## src/rtl/button_ctrl_if.sv

```systemverilog
// Push-button bus: raw button levels in, conditioned levels and event pulses out.
interface button_ctrl_if #(
    parameter int N_BTN = 4
);
    logic [N_BTN-1:0] btn_in;
    logic [N_BTN-1:0] btn_level;
    logic [N_BTN-1:0] btn_press;
    logic [N_BTN-1:0] btn_release;
    logic [N_BTN-1:0] btn_long;
    logic [N_BTN-1:0] btn_repeat;

    modport master (
        input  btn_in,
        output btn_level,
        output btn_press,
        output btn_release,
        output btn_long,
        output btn_repeat
    );

    modport slave (
        output btn_in,
        input  btn_level,
        input  btn_press,
        input  btn_release,
        input  btn_long,
        input  btn_repeat
    );
endinterface

```

## src/rtl/button_ctrl.sv

```systemverilog
// Push-button synchroniser/debouncer producing press, release, long and repeat pulses.
// Auto-repeat is built only when BTN_REPEAT_EN is defined; otherwise btn_repeat is tied low.
module button_ctrl #(
    parameter int N_BTN       = 4,
    parameter int DEBOUNCE_MS = 20,
    parameter int LONG_MS     = 1000,
    parameter int REPEAT_MS   = 200
) (
    input logic          clk,
    input logic          rst,
    button_ctrl_if.master bus
);
    localparam int DBW = $clog2(DEBOUNCE_MS + 1);
    localparam int HW  = $clog2(LONG_MS + 1);
    localparam logic [DBW-1:0] DB_TERM   = DBW'(DEBOUNCE_MS);
    localparam logic [HW-1:0]  HOLD_LAST = HW'(LONG_MS - 1);
    localparam logic [HW-1:0]  HOLD_SAT  = HW'(LONG_MS);
`ifdef BTN_REPEAT_EN
    localparam int RW = $clog2(REPEAT_MS + 1);
    localparam logic [RW-1:0] RPT_LAST = RW'(REPEAT_MS - 1);
`endif

    typedef enum logic [2:0] {IDLE, DB_PRESS, PRESSED, LONG, DB_RELEASE} state_t;

    logic [N_BTN-1:0] sync1;
    logic [N_BTN-1:0] sync2;
    logic [N_BTN-1:0] level_v;
    logic [N_BTN-1:0] press_v;
    logic [N_BTN-1:0] release_v;
    logic [N_BTN-1:0] long_v;
    logic [N_BTN-1:0] repeat_v;

    always_ff @(posedge clk) begin
        if (rst) begin
            sync1 <= '0;
            sync2 <= '0;
        end else begin
            sync1 <= bus.btn_in;
            sync2 <= sync1;
        end
    end

    for (genvar i = 0; i < N_BTN; i++) begin : g_btn
        state_t         state_q, state_d;
        logic           origin_long_q, origin_long_d;
        logic [DBW-1:0] db_q, db_d;
        logic [HW-1:0]  hold_q, hold_d;
        logic           level_q, level_d;
        logic           press_q, press_d;
        logic           release_q, release_d;
        logic           long_q, long_d;
        logic           repeat_q, repeat_d;
        logic           hold_step;
        logic           in_long;
        logic           s;
`ifdef BTN_REPEAT_EN
        logic [RW-1:0]  rpt_q, rpt_d;
`endif

        assign s = sync2[i];

        always_comb begin
            state_d       = state_q;
            origin_long_d = origin_long_q;
            db_d          = db_q;
            hold_d        = hold_q;
            press_d       = 1'b0;
            release_d     = 1'b0;
            long_d        = 1'b0;
            repeat_d      = 1'b0;
            hold_step     = 1'b0;
            in_long       = (state_q == LONG);
`ifdef BTN_REPEAT_EN
            rpt_d         = rpt_q;
`endif
            case (state_q)
                IDLE: begin
                    if (s) begin
                        state_d = DB_PRESS;
                        db_d    = DBW'(1);
                    end
                end
                DB_PRESS: begin
                    if (!s) begin
                        state_d = IDLE;
                    end else if (db_q == DB_TERM) begin
                        state_d = PRESSED;
                        press_d = 1'b1;
                        hold_d  = '0;
                    end else begin
                        db_d = db_q + 1'b1;
                    end
                end
                PRESSED, LONG: begin
                    if (!s) begin
                        state_d       = DB_RELEASE;
                        origin_long_d = (state_q == LONG);
                        db_d          = DBW'(1);
                    end else begin
                        hold_step = 1'b1;
                    end
                end
                DB_RELEASE: begin
                    if (s) begin
                        hold_step = 1'b1;
                        in_long   = origin_long_q;
                    end else if (db_q == DB_TERM) begin
                        state_d   = IDLE;
                        release_d = 1'b1;
`ifdef BTN_REPEAT_EN
                        rpt_d     = '0;
`endif
                    end else begin
                        db_d = db_q + 1'b1;
                    end
                end
                default: state_d = IDLE;
            endcase

            // A cancelled release resumes the held state on the same edge, so a glitch
            // delays long/repeat by exactly the number of cycles the button read low.
            if (hold_step) begin
                if (!in_long) begin
                    if (hold_q == HOLD_LAST) begin
                        state_d = LONG;
                        long_d  = 1'b1;
                        hold_d  = HOLD_SAT;
`ifdef BTN_REPEAT_EN
                        rpt_d   = '0;
`endif
                    end else begin
                        state_d = PRESSED;
                        hold_d  = hold_q + 1'b1;
                    end
                end else begin
                    state_d = LONG;
`ifdef BTN_REPEAT_EN
                    if (rpt_q == RPT_LAST) begin
                        repeat_d = 1'b1;
                        rpt_d    = '0;
                    end else begin
                        rpt_d = rpt_q + 1'b1;
                    end
`endif
                end
            end

            level_d = (state_d == PRESSED) || (state_d == LONG) || (state_d == DB_RELEASE);
        end

        always_ff @(posedge clk) begin
            if (rst) begin
                state_q       <= IDLE;
                origin_long_q <= 1'b0;
                db_q          <= '0;
                hold_q        <= '0;
                level_q       <= 1'b0;
                press_q       <= 1'b0;
                release_q     <= 1'b0;
                long_q        <= 1'b0;
                repeat_q      <= 1'b0;
`ifdef BTN_REPEAT_EN
                rpt_q         <= '0;
`endif
            end else begin
                state_q       <= state_d;
                origin_long_q <= origin_long_d;
                db_q          <= db_d;
                hold_q        <= hold_d;
                level_q       <= level_d;
                press_q       <= press_d;
                release_q     <= release_d;
                long_q        <= long_d;
                repeat_q      <= repeat_d;
`ifdef BTN_REPEAT_EN
                rpt_q         <= rpt_d;
`endif
            end
        end

        assign level_v[i]   = level_q;
        assign press_v[i]   = press_q;
        assign release_v[i] = release_q;
        assign long_v[i]    = long_q;
        assign repeat_v[i]  = repeat_q;
    end

    assign bus.btn_level   = level_v;
    assign bus.btn_press   = press_v;
    assign bus.btn_release = release_v;
    assign bus.btn_long    = long_v;
`ifdef BTN_REPEAT_EN
    assign bus.btn_repeat  = repeat_v;
`else
    assign bus.btn_repeat  = '0;
`endif
endmodule
```

## src/flat_wrapper.sv

```systemverilog
// flat-port wrapper written by rule: the top's interface ports become plain ports
module button_ctrl_flat 
#(
    parameter int N_BTN       = 4,
    parameter int DEBOUNCE_MS = 20,
    parameter int LONG_MS     = 1000,
    parameter int REPEAT_MS   = 200
)
  (clk, rst, bus_btn_in, bus_btn_level, bus_btn_press, bus_btn_release, bus_btn_long, bus_btn_repeat);
  button_ctrl_if #(.N_BTN(N_BTN)) bus_i ();
  input logic clk;
  input logic rst;
  input wire logic [$bits(bus_i.btn_in)-1:0] bus_btn_in;
  output wire logic [$bits(bus_i.btn_level)-1:0] bus_btn_level;
  output wire logic [$bits(bus_i.btn_press)-1:0] bus_btn_press;
  output wire logic [$bits(bus_i.btn_release)-1:0] bus_btn_release;
  output wire logic [$bits(bus_i.btn_long)-1:0] bus_btn_long;
  output wire logic [$bits(bus_i.btn_repeat)-1:0] bus_btn_repeat;
  assign bus_i.btn_in = bus_btn_in;
  assign bus_btn_level = bus_i.btn_level;
  assign bus_btn_press = bus_i.btn_press;
  assign bus_btn_release = bus_i.btn_release;
  assign bus_btn_long = bus_i.btn_long;
  assign bus_btn_repeat = bus_i.btn_repeat;
  button_ctrl #(.N_BTN(N_BTN), .DEBOUNCE_MS(DEBOUNCE_MS), .LONG_MS(LONG_MS), .REPEAT_MS(REPEAT_MS)) u_core (.clk(clk), .rst(rst), .bus(bus_i));
endmodule
```

## config.mk

```make
export PLATFORM = sky130hd
export DESIGN_NAME = button_ctrl_flat
export DESIGN_NICKNAME = d
export VERILOG_FILES = /design/src/rtl/button_ctrl_if.sv /design/src/rtl/button_ctrl.sv /design/src/flat_wrapper.sv
export SDC_FILE = /design/constraint.sdc
export NUM_CORES = 1
export LEC_CHECK = 0
export ABC_AREA = 1
export CAP_MARGIN = 0
export CORE_UTILIZATION = 42
export CTS_CLUSTER_DIAMETER = 200
export DETAILED_ROUTE_END_ITERATION = 8
export GPL_TIMING_DRIVEN = 0
export PLACE_DENSITY = 0.55
export SYNTH_ARGS = -nofsm -noshare
export SYNTH_HDL_FRONTEND = slang
export SYNTH_SLANG_ARGS = --single-unit
```

## constraint.sdc

```tcl
create_clock -name clk -period 3.6 [get_ports clk]
set_clock_uncertainty 0.15 [all_clocks]
set_input_delay 0.72 -clock clk [delete_from_list [all_inputs] [get_ports clk]]
set_output_delay 0.72 -clock clk [all_outputs]
set_load 0.01 [all_outputs]
```

* Word-level counts from Yosys, hierarchy flattened
Index checks and enable logic that the tools add are counted.
** Word-level totals
- Input bits :: 6
- Memories kept :: 0
- Logic and storage cells :: 262
- ROM bits :: 0
- Bits in latches :: 0
- RAM bits :: 0
- Output and inout port bits :: 20
- Bits in registers :: 100
** Cells by class
- Equal/unequal tests :: 52
- Multiply operators :: 0
- Shifts and indexed selects :: 0
- Bitwise logic cells :: 16
- Reduce and logical (&&, ||, !) cells :: 40
- Mux-type cells :: 112
- Divide/modulo/power cells :: 0
- Add/subtract/negate cells :: 8
- Magnitude comparators :: 0
** Operator list (number)
- $mux W10 :: 24
- $mux W5 :: 20
- $mux W3 :: 28
- $pmux W5 S4 :: 4
- $eq A3 B2 Y1 const B :: 16
- $pmux W3 S4 :: 4
- $reduce_or A3 Y1 :: 16
- $add A10 B1 Y10 const B :: 4
- $eq A10 B10 Y1 const B :: 4
- $mux W1 :: 32
- $eq A3 B3 Y1 const B :: 8
- $add A5 B1 Y5 const B :: 4
- $eq A5 B5 Y1 const B :: 4
- $reduce_and A5 Y1 :: 4
- $ne A2 B1 Y1 const B :: 8
- $ne A2 B2 Y1 const B :: 8
- $not A1 Y1 :: 16
- $reduce_bool A4 Y1 :: 4
- $eq A3 B1 Y1 const B :: 4
- $logic_not A3 Y1 :: 4
- $logic_or A1 B1 Y1 :: 8
- $reduce_or A2 Y1 :: 4

* Depth between registers and ports, before layout
- Depth after elaboration :: 8
- Depth in mapped cells :: 11
- Mapped depth without buffers :: 10

* Worst setup path after synthesis
No wires, ideal clock.
- Path type :: input-to-reg
- Start :: in rst
- End :: reg u_core.g_btn[2].hold_q[7]
- Path slack :: 1.871 ns
- Data arrival time :: 1.466 ns
- Data required time :: 3.337 ns
- Stages :: 7
- Buffers on the path :: 2
- Library setup time :: 0.113 ns
- Cell sequence :: buf_2 > clkinv_1 > clkbuf_1 > nand2_1 > nor2_1 > nor2_1 > nor2_1
** RTL lines
- start: declaration :: line flat_wrapper.sv:12 : input logic rst;
- end signal: assignment :: line button_ctrl.sv:169 : hold_q <= hold_d;
- end: declaration :: line button_ctrl.sv:47 : logic [HW-1:0] hold_q, hold_d;

* Worst setup path in the final report
- Start :: reg u_core.g_btn[3].release_q
- End :: out bus_btn_release[3]
** RTL lines
- start: declaration :: line button_ctrl.sv:50 : logic release_q, release_d;
- start signal: assignment :: line button_ctrl.sv:172 : release_q <= release_d;
- end: declaration :: line flat_wrapper.sv:16 : output wire logic [$bits(bus_i.btn_release)-1:0] bus_btn_release;
No word-level cell between the ends.

==> metrics.yaml <==
tightest_slew_ns: 0.8140
h-tree-depth: 3
multi_input_area_sq_um: 2925
yosys_warnings: 0
die_width_um: 116.2
whs_ns: 0.2507
swShare: 0.2128
r2r_cells: 10
hp-class: "reg -> reg"
drtAntennaViolNets: 0
finalSetupTns_ns: 0
layout_common_cells: "222 x nand2_1, 154 x nor2_1, 100 x dfxtp_1, 81 x inv_1, 74 x nand3_1"
pwr-share-comb: 0.032
ir_drop_mv: 0.2682
power_per_cell_area_nw_per_um2: 367.0
synth.largest_area_cell: "dfxtp_1"
pwr-share-seq: 0.491
io_pins: 26
synth_cells: 849
start_kind: "flop"
finalNonFillerCells: 1060
critPathMaxStageDelay_ns: 0.52
hold_viol_final: 0
cp.required_ns: 2.73
post_cts_resized: 0
die_h_um: 116.2
p_leak_nw: 2.709
num-nets-final: 901
pre_cts_ws_ns: 1.344
drive_gt1_frac: 0.07320
maxSlewHeadroom: 0.4573
synth_top_area_frac: 0.3658
register_area_sq_um: 2002
critical_path_class: "reg -> out"
clock_power_share: 0.477
antenna_found_initial: 0
rows: 41
crit_buf_inv: 2
grt.overflow.total: 0
end_kind: "output pin"
syn_area_sq_um: 5473
synth_cell_types: 29
place_hpwl_mm: 9.220
setup_viol_count_final: 0
fin_crit_sh: 0.5992
initial_core_util: 0.4319
final_common_cell: "nand2_1"
wl_met1_mm: 6.093
dp.cells: 1044
vias_per_cell: 4.965
place_area_sq_um: 5899
dieArea_sq_um: 13490
ys_ff_latch: 100
drt-pass1-iter-count: 5
highest_layer: "met4"
rsz0062_at_grt: "false"
drtIter0Drc: 342
routedWlPerCell_um: 12.02
root_buffer: "clkbuf_16"
path_cells: "buf_4 > clkdlybuf4s50_1"
r2r_start: "u_core.g_btn[0].db_q[0]"
drt_wl_total_mm: 12.74
syn2layout_area_growth_pct: 13.97
slew_viol_final: 0
nFillCells: 1352
ys_seq_area_frac: 0.3658
drc: 0
core_sq_um: 12670
place.gp.congestion: 0.9380
grt_pass1_vias: 4660
dr_wl_met3_um: 422
worstSetupEndpoint: "bus_btn_release[3]"
cts_sinks: 100
grt_max_degree: 16
cp.depth: 2
ff2ff_setup_slack_ns: 1.67
finalCriticalPeriod_ns: 2.157
vias: 5263
grt_usage: 0.2039
critPathTopFamily: "buffers and inverters"
antenna_cells: 0
synth.avg_cell_area_sq_um: 6.446
port_buffers: 20
cts.path.max_buffers: 2
numCtsBuffers: 9
crit_path_max_fanout: 1
fin_ws_ns: 1.443
r2r_end: "u_core.g_btn[0].hold_q[8]"
path_clk_slew_ns: 0.07
grt_pass1_wl_mm: 21.42
p_int_w: 0.001802
postLayoutCellArea_sq_um: 6237
cts_tree: "yes"
status: "completed"
critPathArrivalTime_ns: 1.29
crit_start: "u_core.g_btn[3].release_q"
cts_setup_buffers: 0
cts_hold_buffers: 0
crit_slowest_cell: "clkdlybuf4s50_1"
hold_depth: 2
clock_latency_ns: 0.35
netlist_top_cells_area: "dfxtp_1 37%, nand2_1 15%, nor2_1 11%"
max_freq_mhz: 463.6
p_switching_w: 0.0004873
wl_met2_mm: 6.083
maxCapViolCount: 0
-- cells in the mapped netlist, drive strengths merged --
cell type / n
a21o: 1
nand2: 228
nor2: 162
nand4: 26
or2: 1
nand3b: 1
xnor2: 3
nand3: 74
ha: 12
conb: 1
a21oi: 48
xor2: 18
o211ai: 2
clkinv: 1
nor4: 6
clkbuf: 9
inv: 87
o21ai: 33
dfxtp: 100
nor3: 8
buf: 28
-- layer usage --
layer	vias to the layer above	GRT usage
li1	2767	-
met3	14	0.05034
met1	2393	0.2506
met5	-	0
met2	89	0.3532
met4	0	0.05897
-- power groups by stage --
| stage | logic [W] | registers [W] | clock network (W) |
|---|---|---|---|
| 3_5_place_dp | 0.0000750 | 0.00115 | 0 |
| 6_report | 0.0000734 | 0.00112 | 0.00109 |
| 5_1_grt | 0.0000832 | 0.00112 | 0.00117 |
| 3_3_place_gp | 0.0000739 | 0.00115 | 0 |
| 2_1_floorplan | 0.0000474 | 0.00115 | 0 |
| 4_1_cts | 0.0000750 | 0.00112 | 0.00112 |
-- logic make-up after synthesis --
group | share of synthesized area
AOI/OAI and AO/OA | 0.07819
xor gates and xnor gates | 0.03361
adders and majority gates | 0.02743
other | 0.0006852
and+or+nand+nor | 0.3926
DFF | 0.3658
buffers and inverters | 0.1017
-- worst min-delay path, cell delays in order, from the launching register on --
cell	delay (ns)
dfxtp_1	0.30
inv_1	0.04
nor2_1	0.03
-- layout make-up --
class                   instances  area share
repair buffers                 20     0.03210
multi-input cells             627      0.4690
plain buffers                  37     0.03631
clock inverters                 3     0.01083
clock buffers                  13     0.04333
inverters                      88     0.05296
well taps                     172     0.03450
flip-flops and latches        100      0.3210
-- how the worst min path moves through the flow --
stage / startpoint / to / slack [ns]
floorplan: u_core.sync1[0] / u_core.sync2[0] / 0.24
global placement: u_core.sync1[1] / u_core.sync2[1] / 0.24
detailed placement: u_core.sync1[1] / u_core.sync2[1] / 0.25
CTS: u_core.sync1[1] / u_core.sync2[1] / 0.26
global route: u_core.sync1[2] / u_core.sync2[2] / 0.28
finish: u_core.sync1[1] / u_core.sync2[1] / 0.25
-- per-stage QoR --
stage | utilization | power (W)
global placement | 0.4656 | 0.001223
floorplan | - | 0.001194
detailed placement | 0.4656 | 0.001224
finish | 0.4922 | 0.002289
global route | 0.4922 | 0.002376
CTS | 0.4922 | 0.002323
-- flip-flops by register name, summed over array words and instances (netlist names) --
signal / flops
u_core.g_btn.hold_q: 40
u_core.sync2: 4
u_core.sync1: 4
u_core.g_btn.long_q: 4
u_core.g_btn.release_q: 4
u_core.g_btn.press_q: 4
u_core.g_btn.level_q: 4
u_core.g_btn.origin_long_q: 4
u_core.g_btn.state_q: 12
u_core.g_btn.db_q: 20
(Power assumes the default switching activity.)
